===== src/rtl/timer_rf_pkg.sv =====
// -----------------------------------------------------------------------------
// timer_rf_pkg
// Shared definitions for the timer register file: register address map,
// TCR field positions, reset constants, default MAX_DIV, the register-select
// enum used by the address decoder, and a byte-strobe merge helper.
// -----------------------------------------------------------------------------
package timer_rf_pkg;

   // Register address map (byte addresses)
   localparam logic [11:0] ADDR_TCR       = 12'h000;
   localparam logic [11:0] ADDR_TDR0      = 12'h004;
   localparam logic [11:0] ADDR_TDR1      = 12'h008;
   localparam logic [11:0] ADDR_TIER      = 12'h00C;
   localparam logic [11:0] ADDR_TISR      = 12'h010;
   localparam logic [11:0] ADDR_THCSR     = 12'h014;
   localparam logic [11:0] ADDR_TCMP_BASE = 12'h020;
   localparam int          TCMP_STRIDE    = 8;

   // TCR field positions
   localparam int TCR_TIMER_EN_BIT = 0;
   localparam int TCR_DIV_EN_BIT   = 1;
   localparam int TCR_DIV_VAL_LSB  = 8;
   localparam int TCR_DIV_VAL_MSB  = 11;

   // Reset constants
   localparam logic [31:0] TCR_RST     = 32'h0000_0100;
   localparam logic [3:0]  DIV_VAL_RST = 4'h1;

   localparam int DEFAULT_MAX_DIV = 8;

   // One-hot-free register select produced by the address decoder
   typedef enum logic [2:0] {
      SEL_NONE,
      SEL_TCR,
      SEL_TDR0,
      SEL_TDR1,
      SEL_TIER,
      SEL_TISR,
      SEL_THCSR,
      SEL_TCMP
   } reg_sel_e;

   // Replace each byte of old_v whose strobe is set with the matching byte of new_v
   function automatic logic [31:0] strb_merge(input logic [31:0] old_v,
                                              input logic [31:0] new_v,
                                              input logic [3:0]  strb);
      logic [31:0] res;
      res = old_v;
      for (int b = 0; b < 4; b++) begin
         if (strb[b]) res[b*8 +: 8] = new_v[b*8 +: 8];
      end
      return res;
   endfunction

endpackage


===== src/rtl/timer_regfile_mc_if.sv =====
// -----------------------------------------------------------------------------
// timer_regfile_mc_if
// Register-access bus between the APB slave front-end (master) and the timer
// register file (slave).
//   wr_en, rd_en : single-cycle write / read qualifiers
//   addr         : 12-bit byte address
//   wdata, strb  : write data and byte strobes
//   rdata        : combinational read data (0 when rd_en=0)
//   error_res    : combinational access error, same cycle as wr_en/rd_en
// -----------------------------------------------------------------------------
interface timer_regfile_mc_if;
   logic        wr_en;
   logic        rd_en;
   logic [11:0] addr;
   logic [31:0] wdata;
   logic [3:0]  strb;
   logic [31:0] rdata;
   logic        error_res;

   modport master (
      output wr_en, rd_en, addr, wdata, strb,
      input  rdata, error_res
   );

   modport slave (
      input  wr_en, rd_en, addr, wdata, strb,
      output rdata, error_res
   );
endinterface


===== src/rtl/timer_rf_chan.sv =====
// -----------------------------------------------------------------------------
// timer_rf_chan
// One compare channel: CNT_W-bit TCMP register written as a lo word and a
// (CNT_W-32)-bit hi word with byte-strobe merge, plus the sticky interrupt
// status bit (set by cmp_match, cleared by W1C, set wins).
// Ports:
//   sys_clk, sys_rst_n : clock, asynchronous active-low reset
//   wr_lo, wr_hi       : decoded write strobes for TCMPi_lo / TCMPi_hi
//   wdata, strb        : bus write data and byte strobes
//   set                : cmp_match pulse for this channel
//   clr                : W1C request for this channel's status bit
//   tcmp               : compare value
//   status             : sticky interrupt status
// -----------------------------------------------------------------------------
module timer_rf_chan
   import timer_rf_pkg::*;
#(
   parameter int CNT_W = 64
) (
   input  logic             sys_clk,
   input  logic             sys_rst_n,
   input  logic             wr_lo,
   input  logic             wr_hi,
   input  logic [31:0]      wdata,
   input  logic [3:0]       strb,
   input  logic             set,
   input  logic             clr,
   output logic [CNT_W-1:0] tcmp,
   output logic             status
);

   localparam int HI_W = CNT_W - 32;

   logic [CNT_W-1:0] tcmp_q, tcmp_d;
   logic             status_q, status_d;
   logic [31:0]      lo_merged;
   logic [31:0]      hi_merged;

   always_comb begin
      // NOTE: every combinational output gets a default first so no path leaves it unassigned (no latch).
      tcmp_d    = tcmp_q;
      lo_merged = strb_merge(tcmp_q[31:0], wdata, strb);
      // Hi word is zero-extended before merging; bits at or above HI_W are dropped.
      hi_merged = strb_merge(32'(tcmp_q[CNT_W-1:32]), wdata, strb);
      if (wr_lo) tcmp_d[31:0]       = lo_merged;
      if (wr_hi) tcmp_d[CNT_W-1:32] = hi_merged[HI_W-1:0];
   end

   // Set has priority over a simultaneous clear so no match is lost.
   assign status_d = set | (status_q & ~clr);

   always_ff @(posedge sys_clk or negedge sys_rst_n) begin
      if (!sys_rst_n) begin
         // NOTE: compare registers reset to all ones so no spurious match fires before software programs them.
         tcmp_q   <= '1;
         status_q <= 1'b0;
      end else begin
         // NOTE: state flops use non-blocking assignment so all registers update together on the edge.
         tcmp_q   <= tcmp_d;
         status_q <= status_d;
      end
   end

   assign tcmp   = tcmp_q;
   assign status = status_q;

endmodule


===== src/rtl/timer_regfile_mc.sv =====
// -----------------------------------------------------------------------------
// timer_regfile_mc
// Multi-channel timer register file: TCR, TDR0/TDR1, TIER, TISR, THCSR and
// NCH compare channels, with unmapped-address error and channel-wide W1C.
// Optional feature macro: TIMER_RF_SNAPSHOT_EN -- a TDR0 read snapshots TDR1
// so a following TDR1 read returns a value coherent with the TDR0 read.
// Ports:
//   sys_clk, sys_rst_n   : clock, asynchronous active-low reset
//   bus                  : register access bus (slave modport)
//   cnt, load_back       : live counter and copy-into-TDR request
//   cnt_clr, tdr_wr_en   : one-cycle counter clear / load pulses
//   TDR_wr               : counter load value
//   timer_en, div_en     : TCR[0], TCR[1]
//   div_val              : TCR[11:8]
//   TCMP                 : compare values, channel i at [i*CNT_W +: CNT_W]
//   cmp_match            : per-channel match pulses
//   int_en, irq          : TIER and OR of (TISR & TIER)
//   halt_req, halt_ack   : halt request (THCSR[0]) and acknowledge
// -----------------------------------------------------------------------------
module timer_regfile_mc
   import timer_rf_pkg::*;
#(
   parameter int CNT_W   = 64,
   parameter int NCH     = 4,
   parameter int MAX_DIV = DEFAULT_MAX_DIV
) (
   input  logic                 sys_clk,
   input  logic                 sys_rst_n,
   timer_regfile_mc_if.slave    bus,
   input  logic [CNT_W-1:0]     cnt,
   input  logic                 load_back,
   output logic                 cnt_clr,
   output logic                 tdr_wr_en,
   output logic [CNT_W-1:0]     TDR_wr,
   output logic                 timer_en,
   output logic                 div_en,
   output logic [3:0]           div_val,
   output logic [NCH*CNT_W-1:0] TCMP,
   input  logic [NCH-1:0]       cmp_match,
   output logic [NCH-1:0]       int_en,
   output logic                 irq,
   output logic                 halt_req,
   input  logic                 halt_ack
);

   localparam int          HI_W      = CNT_W - 32;
   localparam logic [3:0]  MAX_DIV_V = 4'(MAX_DIV);

   // ---------------------------------------------------------------- decode
   reg_sel_e    sel;
   logic [11:0] tcmp_off;
   logic [8:0]  chan_idx;
   logic        tcmp_hi;

   assign tcmp_off = bus.addr - ADDR_TCMP_BASE;
   assign chan_idx = tcmp_off[11:3];
   assign tcmp_hi  = bus.addr[2];

   always_comb begin
      sel = SEL_NONE;
      case (bus.addr)
         ADDR_TCR:   sel = SEL_TCR;
         ADDR_TDR0:  sel = SEL_TDR0;
         ADDR_TDR1:  sel = SEL_TDR1;
         ADDR_TIER:  sel = SEL_TIER;
         ADDR_TISR:  sel = SEL_TISR;
         ADDR_THCSR: sel = SEL_THCSR;
         default: begin
            if (bus.addr >= ADDR_TCMP_BASE && bus.addr[1:0] == 2'b00 &&
                chan_idx < 9'(NCH))
               sel = SEL_TCMP;
         end
      endcase
   end

   logic wr_tcr, wr_tdr0, wr_tdr1, wr_tier, wr_tisr, wr_thcsr, wr_tcmp;
   logic rd_tdr0, rd_tdr1;

   assign wr_tcr   = bus.wr_en && sel == SEL_TCR;
   assign wr_tdr0  = bus.wr_en && sel == SEL_TDR0;
   assign wr_tdr1  = bus.wr_en && sel == SEL_TDR1;
   assign wr_tier  = bus.wr_en && sel == SEL_TIER;
   assign wr_tisr  = bus.wr_en && sel == SEL_TISR;
   assign wr_thcsr = bus.wr_en && sel == SEL_THCSR;
   assign wr_tcmp  = bus.wr_en && sel == SEL_TCMP;
   assign rd_tdr0  = bus.rd_en && sel == SEL_TDR0;
   assign rd_tdr1  = bus.rd_en && sel == SEL_TDR1;

   // ------------------------------------------------------------------- TCR
   logic       timer_en_q, timer_en_d;
   logic       div_en_q, div_en_d;
   logic [3:0] div_val_q, div_val_d;
   logic       tcr_err;
   logic       cnt_clr_q;

   // Divider settings are frozen while the timer runs; out-of-range div_val is rejected.
   assign tcr_err = wr_tcr &&
      ((bus.strb[1] && bus.wdata[TCR_DIV_VAL_MSB:TCR_DIV_VAL_LSB] > MAX_DIV_V) ||
       (timer_en_q &&
        ((bus.strb[0] && bus.wdata[TCR_DIV_EN_BIT] != div_en_q) ||
         (bus.strb[1] && bus.wdata[TCR_DIV_VAL_MSB:TCR_DIV_VAL_LSB] != div_val_q))));

   assign bus.error_res = (bus.wr_en || bus.rd_en) && (sel == SEL_NONE || tcr_err);

   always_comb begin
      timer_en_d = timer_en_q;
      div_en_d   = div_en_q;
      div_val_d  = div_val_q;
      if (wr_tcr && !tcr_err) begin
         if (bus.strb[0]) begin
            timer_en_d = bus.wdata[TCR_TIMER_EN_BIT];
            div_en_d   = bus.wdata[TCR_DIV_EN_BIT];
         end
         if (bus.strb[1]) div_val_d = bus.wdata[TCR_DIV_VAL_MSB:TCR_DIV_VAL_LSB];
      end
   end

   // ------------------------------------------------------------------- TDR
   logic [31:0]      tdr0_q, tdr0_d;
   logic [HI_W-1:0]  tdr1_q, tdr1_d;
   logic [31:0]      tdr0_merged, tdr1_merged;
   logic [CNT_W-1:0] tdr_wr_q;
   logic             tdr_wr_en_q;
   logic [HI_W-1:0]  tdr1_rd;

   assign tdr0_merged = strb_merge(tdr0_q, bus.wdata, bus.strb);
   assign tdr1_merged = strb_merge(32'(tdr1_q), bus.wdata, bus.strb);

   // A bus write to either half blocks load_back for the whole cycle.
   always_comb begin
      tdr0_d = tdr0_q;
      tdr1_d = tdr1_q;
      if (wr_tdr0)        tdr0_d = tdr0_merged;
      else if (wr_tdr1)   tdr1_d = tdr1_merged[HI_W-1:0];
      else if (load_back) {tdr1_d, tdr0_d} = cnt;
   end

   // ---------------------------------------------------- TIER / TISR / THCSR
   logic [NCH-1:0] int_en_q;
   logic [NCH-1:0] tisr;
   logic           halt_req_q, halt_ack_q;

   // ---------------------------------------------------------------- flops
   always_ff @(posedge sys_clk or negedge sys_rst_n) begin
      if (!sys_rst_n) begin
         timer_en_q  <= TCR_RST[TCR_TIMER_EN_BIT];
         div_en_q    <= TCR_RST[TCR_DIV_EN_BIT];
         div_val_q   <= DIV_VAL_RST;
         cnt_clr_q   <= 1'b0;
         tdr0_q      <= '0;
         tdr1_q      <= '0;
         tdr_wr_q    <= '0;
         tdr_wr_en_q <= 1'b0;
         int_en_q    <= '0;
         halt_req_q  <= 1'b0;
         halt_ack_q  <= 1'b0;
      end else begin
         timer_en_q  <= timer_en_d;
         div_en_q    <= div_en_d;
         div_val_q   <= div_val_d;
         // Falling timer_en clears the counter even if the rest of the write errored.
         cnt_clr_q   <= wr_tcr && bus.strb[0] && timer_en_q && !bus.wdata[TCR_TIMER_EN_BIT];
         tdr0_q      <= tdr0_d;
         tdr1_q      <= tdr1_d;
         tdr_wr_en_q <= wr_tdr0 || wr_tdr1;
         if (wr_tdr0 || wr_tdr1) tdr_wr_q <= {tdr1_d, tdr0_d};
         if (wr_tier && bus.strb[0]) int_en_q <= bus.wdata[NCH-1:0];
         if (wr_thcsr && bus.strb[0]) halt_req_q <= bus.wdata[0];
         halt_ack_q  <= halt_ack;
      end
   end

   // -------------------------------------------------------- TDR1 snapshot
`ifdef TIMER_RF_SNAPSHOT_EN
   logic [HI_W-1:0] snap_q;
   logic            snap_valid_q;

   always_ff @(posedge sys_clk or negedge sys_rst_n) begin
      if (!sys_rst_n) begin
         snap_q       <= '0;
         snap_valid_q <= 1'b0;
      end else if (wr_tdr0 || wr_tdr1) begin
         snap_valid_q <= 1'b0;
      end else if (rd_tdr0) begin
         snap_q       <= tdr1_q;
         snap_valid_q <= 1'b1;
      end else if (rd_tdr1) begin
         snap_valid_q <= 1'b0;
      end
   end

   assign tdr1_rd = snap_valid_q ? snap_q : tdr1_q;
`else
   assign tdr1_rd = tdr1_q;
`endif

   // -------------------------------------------------------------- channels
   for (genvar i = 0; i < NCH; i++) begin : g_chan
      timer_rf_chan #(.CNT_W(CNT_W)) u_chan (
         .sys_clk   (sys_clk),
         .sys_rst_n (sys_rst_n),
         .wr_lo     (wr_tcmp && chan_idx == 9'(i) && !tcmp_hi),
         .wr_hi     (wr_tcmp && chan_idx == 9'(i) && tcmp_hi),
         .wdata     (bus.wdata),
         .strb      (bus.strb),
         .set       (cmp_match[i]),
         .clr       (wr_tisr && bus.strb[0] && bus.wdata[i]),
         .tcmp      (TCMP[i*CNT_W +: CNT_W]),
         .status    (tisr[i])
      );
   end

   // ------------------------------------------------------------- read mux
   always_comb begin
      bus.rdata = '0;
      if (bus.rd_en) begin
         case (sel)
            SEL_TCR:   bus.rdata = {20'b0, div_val_q, 6'b0, div_en_q, timer_en_q};
            SEL_TDR0:  bus.rdata = tdr0_q;
            SEL_TDR1:  bus.rdata = 32'(tdr1_rd);
            SEL_TIER:  bus.rdata = 32'(int_en_q);
            SEL_TISR:  bus.rdata = 32'(tisr);
            SEL_THCSR: bus.rdata = {30'b0, halt_ack_q, halt_req_q};
            SEL_TCMP: begin
               for (int i = 0; i < NCH; i++) begin
                  if (chan_idx == 9'(i))
                     bus.rdata = tcmp_hi ? 32'(TCMP[i*CNT_W+32 +: HI_W])
                                         : TCMP[i*CNT_W +: 32];
               end
            end
            default:   bus.rdata = '0;
         endcase
      end
   end

   // --------------------------------------------------------------- outputs
   assign timer_en  = timer_en_q;
   assign div_en    = div_en_q;
   assign div_val   = div_val_q;
   assign cnt_clr   = cnt_clr_q;
   assign tdr_wr_en = tdr_wr_en_q;
   assign TDR_wr    = tdr_wr_q;
   assign int_en    = int_en_q;
   assign irq       = |(tisr & int_en_q);
   assign halt_req  = halt_req_q;

endmodule


===== src/flat_wrapper.sv =====
// flat-port wrapper written by rule: the top's interface ports become plain ports
module timer_regfile_mc_flat import timer_rf_pkg::*;
#(
   parameter int CNT_W   = 64,
   parameter int NCH     = 4,
   parameter int MAX_DIV = DEFAULT_MAX_DIV
)
  (sys_clk, sys_rst_n, cnt, load_back, cnt_clr, tdr_wr_en, TDR_wr, timer_en, div_en, div_val, TCMP, cmp_match, int_en, irq, halt_req, halt_ack, bus_wr_en, bus_rd_en, bus_addr, bus_wdata, bus_strb, bus_rdata, bus_error_res);
  timer_regfile_mc_if bus_i ();
  input  logic sys_clk;
  input  logic sys_rst_n;
  input  logic [CNT_W-1:0] cnt;
  input  logic load_back;
  output logic cnt_clr;
  output logic tdr_wr_en;
  output logic [CNT_W-1:0] TDR_wr;
  output logic timer_en;
  output logic div_en;
  output logic [3:0] div_val;
  output logic [NCH*CNT_W-1:0] TCMP;
  input  logic [NCH-1:0] cmp_match;
  output logic [NCH-1:0] int_en;
  output logic irq;
  output logic halt_req;
  input  logic halt_ack;
  input wire logic [$bits(bus_i.wr_en)-1:0] bus_wr_en;
  input wire logic [$bits(bus_i.rd_en)-1:0] bus_rd_en;
  input wire logic [$bits(bus_i.addr)-1:0] bus_addr;
  input wire logic [$bits(bus_i.wdata)-1:0] bus_wdata;
  input wire logic [$bits(bus_i.strb)-1:0] bus_strb;
  output wire logic [$bits(bus_i.rdata)-1:0] bus_rdata;
  output wire logic [$bits(bus_i.error_res)-1:0] bus_error_res;
  assign bus_i.wr_en = bus_wr_en;
  assign bus_i.rd_en = bus_rd_en;
  assign bus_i.addr = bus_addr;
  assign bus_i.wdata = bus_wdata;
  assign bus_i.strb = bus_strb;
  assign bus_rdata = bus_i.rdata;
  assign bus_error_res = bus_i.error_res;
  timer_regfile_mc #(.CNT_W(CNT_W), .NCH(NCH), .MAX_DIV(MAX_DIV)) u_core (.sys_clk(sys_clk), .sys_rst_n(sys_rst_n), .bus(bus_i), .cnt(cnt), .load_back(load_back), .cnt_clr(cnt_clr), .tdr_wr_en(tdr_wr_en), .TDR_wr(TDR_wr), .timer_en(timer_en), .div_en(div_en), .div_val(div_val), .TCMP(TCMP), .cmp_match(cmp_match), .int_en(int_en), .irq(irq), .halt_req(halt_req), .halt_ack(halt_ack));
endmodule

===== config.mk =====
export PLATFORM = sky130hd
export DESIGN_NAME = timer_regfile_mc_flat
export DESIGN_NICKNAME = d
export VERILOG_FILES = /design/src/rtl/timer_rf_pkg.sv /design/src/rtl/timer_regfile_mc_if.sv /design/src/rtl/timer_rf_chan.sv /design/src/rtl/timer_regfile_mc.sv /design/src/flat_wrapper.sv
export SDC_FILE = /design/constraint.sdc
export NUM_CORES = 1
export LEC_CHECK = 0
export ABC_AREA = 1
export CORE_MARGIN = 4
export CORE_UTILIZATION = 51
export DETAILED_ROUTE_END_ITERATION = 7
export GPL_TIMING_DRIVEN = 0
export PLACE_DENSITY = 0.78
export SLEW_MARGIN = 20
export SYNTH_ARGS = -nofsm -noshare
export SYNTH_HDL_FRONTEND = slang
export SYNTH_SLANG_ARGS = --single-unit

===== constraint.sdc =====
create_clock -name sys_clk -period 4 [get_ports sys_clk]
set_clock_uncertainty 0.2 [all_clocks]
set_input_delay 0.8 -clock sys_clk [delete_from_list [all_inputs] [get_ports sys_clk]]
set_output_delay 0.8 -clock sys_clk [all_outputs]
set_load 0.03 [all_outputs]

==> flow_summary_export.csv <==
group,metric,value,unit
floorplanning,fp.dieW,209,um
timing,layout_worst_path_cycle_share,100,%
logic_synthesis,synth.distinct_cells,43,
cts,clock_sinks,402,
setup_path,reg2reg_to,"u_core.div_val[0]$_DFFE_PN1P_",
setup_path,cp.required,3.00,ns
route,postRouteWirelength,86500,um
setup_path,r2r_slack,1.87,ns
setup_path,crit_path_end,"bus_rdata[7]",
timing,rsz0062_at_grt,"true",
pwr,ir_worst_vdd,0.269,mV
timing,fin_setup_tns,-0.00220,ns
floorplanning,initial_core_util,51.7,%
cells_and_area,final_layout_size_suffix_gt1_share,22.9,%
route,avgRoutedWirePerCell,24.1,um
route,routed-via-count,21199,
pwr,p_leak,0.0120,uW
logic_synthesis,syn-num-nets,2583,
timing,worst_slew_pin_slew,0.754,ns
timing,setup_viol_count_final,2,
logic_synthesis,synth.avg_cell_area,8.40,um2
place,postPlaceCellArea,0.0263,mm2
place,numPortBuffers,485,
logic_synthesis,synth-seq-cells,402,
setup_path,critical_path.slowest_cell,"clkdlybuf4s50_1",
pwr,power.density_cell_area,325,mW/mm2
route,drc_errors,0,
setup_path,reg_to_reg_critical_path_startpoint,"u_core.div_val[3]$_DFFE_PN0P_",
cells_and_area,layout_commonest_cell,"nand2_1",
place,placement.setup.worst_slack,-1.62,ns
worst_hold_path,worst_hold_path_type,"reg -> reg",
setup_path,critical_path_arrival,3.00,ns
setup_path,timing.critical_path.cells,"clkdlybuf4s50_1 > nor2_4 > nand2_2 > nor3_4 > nand2_4 > nand3_4 > nand4_4 > clkinv_4 > buf_12 > a21oi_2 > a21oi_1 > buf_4",
cts,cts_buffer_depth,3,
setup_path,startpoint,"bus_addr[0]",
cells_and_area,syn2layout_area_growth,39.6,%
global_routing,number_of_global_route_vias_before_repair,20370,
cts,clkLatencyLatePin,0.59,ns
global_routing,globalRouteOverflowTotal,0,
timing,maxSlewViolCount,0,
setup_path,cp_max_fo,10,
global_routing,initial_antenna_violation_count,8,
logic_synthesis,yosysWarningCount,0,
floorplanning,floorplan.die.height,209,um
setup_path,reg2regPathDepth,7,
timing,finalHoldViolations,0,
status,violations,"negative setup slack",
logic_synthesis,largest_area_contributor_in_the_synthesized_netlist,"dfstp_2",
place,finalWeightedCongestion,0.982,
cts,tritoncts,"built",
setup_path,startpoint_type,"primary input",
route,drt_pass1_iterations,7,
route,drt_iter0_markers,2374,
cts,cts_root_buffer,"clkbuf_16",
timing,timing.max_slew.rel_slack,49.7,%
place,hpwlAfterDp,65900,um
global_routing,grt_start_max_net_pins,101,
logic_synthesis,synth.area.top_cells,"dfstp_2 (33%), dfrtp_1 (18%), nand2_1 (14%)",
setup_path,critical_path.endpoint_type,"output port",
cells_and_area,filler_cell_count,3108,
setup_path,cpPeakStageDelay,0.44,ns
logic_synthesis,synthesis.instances,2459,
timing,fmax,250,MHz
cts,cts_max_level,2,
global_routing,grt.total_usage,38.0,%
timing,final.setup.worst_slack,-0.00130,ns
floorplanning,ioPinCount,489,
flow_run,max_cap_viols,0,
cells_and_area,finish.net_count,3154,
setup_path,timing.setup.critical_path_class,"in -> out",
floorplanning,fp.coreArea,0.0399,mm2
cts,cts-buffers-inserted,44,
route,postRouteAntennaNets,0,
logic_synthesis,synth_top_area_share,32.7,%
status,status,"complete, but fails checks",
cts,path_clk_slew,0.06,ns
floorplanning,rows,73,
floorplanning,die_area,0.0438,mm2
cells_and_area,design_area,0.0288,mm2
global_routing,grt_pass1_wl,129000,um
logic_synthesis,synth-seq-area-share,50.3,%
route,avgViaCountPerCell,5.90,
logic_synthesis,synth.cell_area,0.0206,mm2
timing,period_needed,4.00,ns
cells_and_area,most-common-layout-cells,"nand2_1 (726), clkdlybuf4s50_1 (441), dfstp_2 (257), o21ai_1 (248), nor2_1 (162)",
cells by family (layout without fill, tap and decap cells):
group	count (synthesis)	after routing	share of synthesized area, %
xor+xnor	4	4	0.170
buf+inv	283	889	6.09
mux	31	31	1.50
fa+ha+maj	2	2	0.121
flops	402	402	50.3
compound gates	658	658	18.4
other cells	0	6	0
simple gates	1079	1079	23.5
routing by layer:
layer / vias up / global-route usage [%] / wire, um
met5: - / 0 / 35
met1: 10233 / 50.6 / 33500
met3: 251 / 8.41 / 8810
met2: 1342 / 59.6 / 39500
li1: 9367 / - / -
met4: 6 / 17.9 / 4690
final cells by class:
class | count | area (um2) | share of cell area [%]
Sequential cell | 402 | 10400 | 36.0
Multi-Input combinational cell | 1774 | 9440 | 32.8
Timing Repair Buffer | 527 | 5320 | 18.5
Clock buffer | 66 | 1320 | 4.56
Buffer | 144 | 928 | 3.22
Tap cell | 525 | 657 | 2.28
Inverter | 137 | 547 | 1.90
Clock inverter | 15 | 208 | 0.721
Antenna cell | 6 | 15.0 | 0.0521
flip-flops by register name, summed over array words and instances, names as in the netlist:
| register | count |
|---|---|
| u_core.tdr1_q | 32 |
| u_core.TDR_wr | 64 |
| u_core.halt_req | 1 |
| u_core.div_val | 4 |
| u_core.int_en | 4 |
| u_core.g_chan.u_chan.tcmp | 256 |
| u_core.tdr0_q | 32 |
| u_core.tdr_wr_en | 1 |
| u_core.div_en | 1 |
| u_core.halt_ack_q | 1 |
| u_core.cnt_clr | 1 |
| u_core.timer_en | 1 |
| u_core.g_chan.u_chan.status | 4 |
report_power, final:
part / leakage (uW) / switching [uW] / internal, uW / total, uW
Sequential: 0.00450 / 31.1 / 4150 / 4180
Clock: 0.000756 / 1750 / 2600 / 4340
Combinational: 0.00674 / 571 / 288 / 858
synthesized netlist by cell type (all sizes together):
master    n
nand2   753
o21ai   383
dfstp   257
nor2    189
dfrtp   145
inv     137
o211ai  123
a21oi   111
nand3    98
buf      73
clkbuf   73
mux2i    31
o21a     31
or2      26
nor3      6
o22ai     4
nand4     3
o21bai    3
xnor2     3
ha        2
nand3b    2
a31oi     1
nor4      1
o221ai    1
o311ai    1
or3       1
xor2      1
critical path: cells and delay by family:
family / cells / cell delay [ns]
buffers and inverters: 4 / 0.93
and+or+nand+nor: 6 / 0.98
AOI/OAI and AO/OA: 2 / 0.27
per-stage QoR:
| stage | total power [uW] | cells | utilization [%] | hold WS [ns] |
|---|---|---|---|---|
| after floorplan | 4610 | 2459 | - | 0.288 |
| after global placement | 5010 | 3469 | 65.5 | 0.265 |
| after CTS | 9350 | 3585 | 71.3 | 0.282 |
| after detailed placement | 5040 | 3473 | 65.8 | 0.264 |
| final | 9380 | 3596 | 72.2 | 0.277 |
| after global routing | 9610 | 3593 | 72.2 | 0.293 |
worst min-delay path by stage:
stage / start / end / slack, ns / depth (start not counted)
3_5_place_dp: u_core.TDR_wr[61]$_DFFE_PN0P_ / u_core.TDR_wr[61]$_DFFE_PN0P_ / 0.26 / 2
2_1_floorplan: u_core.g_chan[3].u_chan.status$_DFF_PN0_ / u_core.g_chan[3].u_chan.status$_DFF_PN0_ / 0.29 / 2
3_3_place_gp: u_core.TDR_wr[9]$_DFFE_PN0P_ / u_core.TDR_wr[9]$_DFFE_PN0P_ / 0.26 / 2
6_report: u_core.TDR_wr[17]$_DFFE_PN0P_ / u_core.TDR_wr[17]$_DFFE_PN0P_ / 0.28 / 2
4_1_cts: u_core.g_chan[3].u_chan.tcmp[14]$_DFFE_PN1P_ / u_core.g_chan[3].u_chan.tcmp[14]$_DFFE_PN1P_ / 0.28 / 2
5_1_grt: u_core.g_chan[1].u_chan.tcmp[32]$_DFFE_PN1P_ / u_core.g_chan[1].u_chan.tcmp[32]$_DFFE_PN1P_ / 0.29 / 2
what timing repair did:
action / 4_1_cts / 5_1_grt
hold buffers: 1 / 0
endpoints found under the setup margin: 33 / 33
buffers inserted: 29 / 6
pin swaps: 33 / 25
gates resized for setup: 341 / 99
gates cloned: 2 / 0
endpoints found under the hold margin: 27 / 0
No activity file was read; power rests on OpenSTA's default activity.
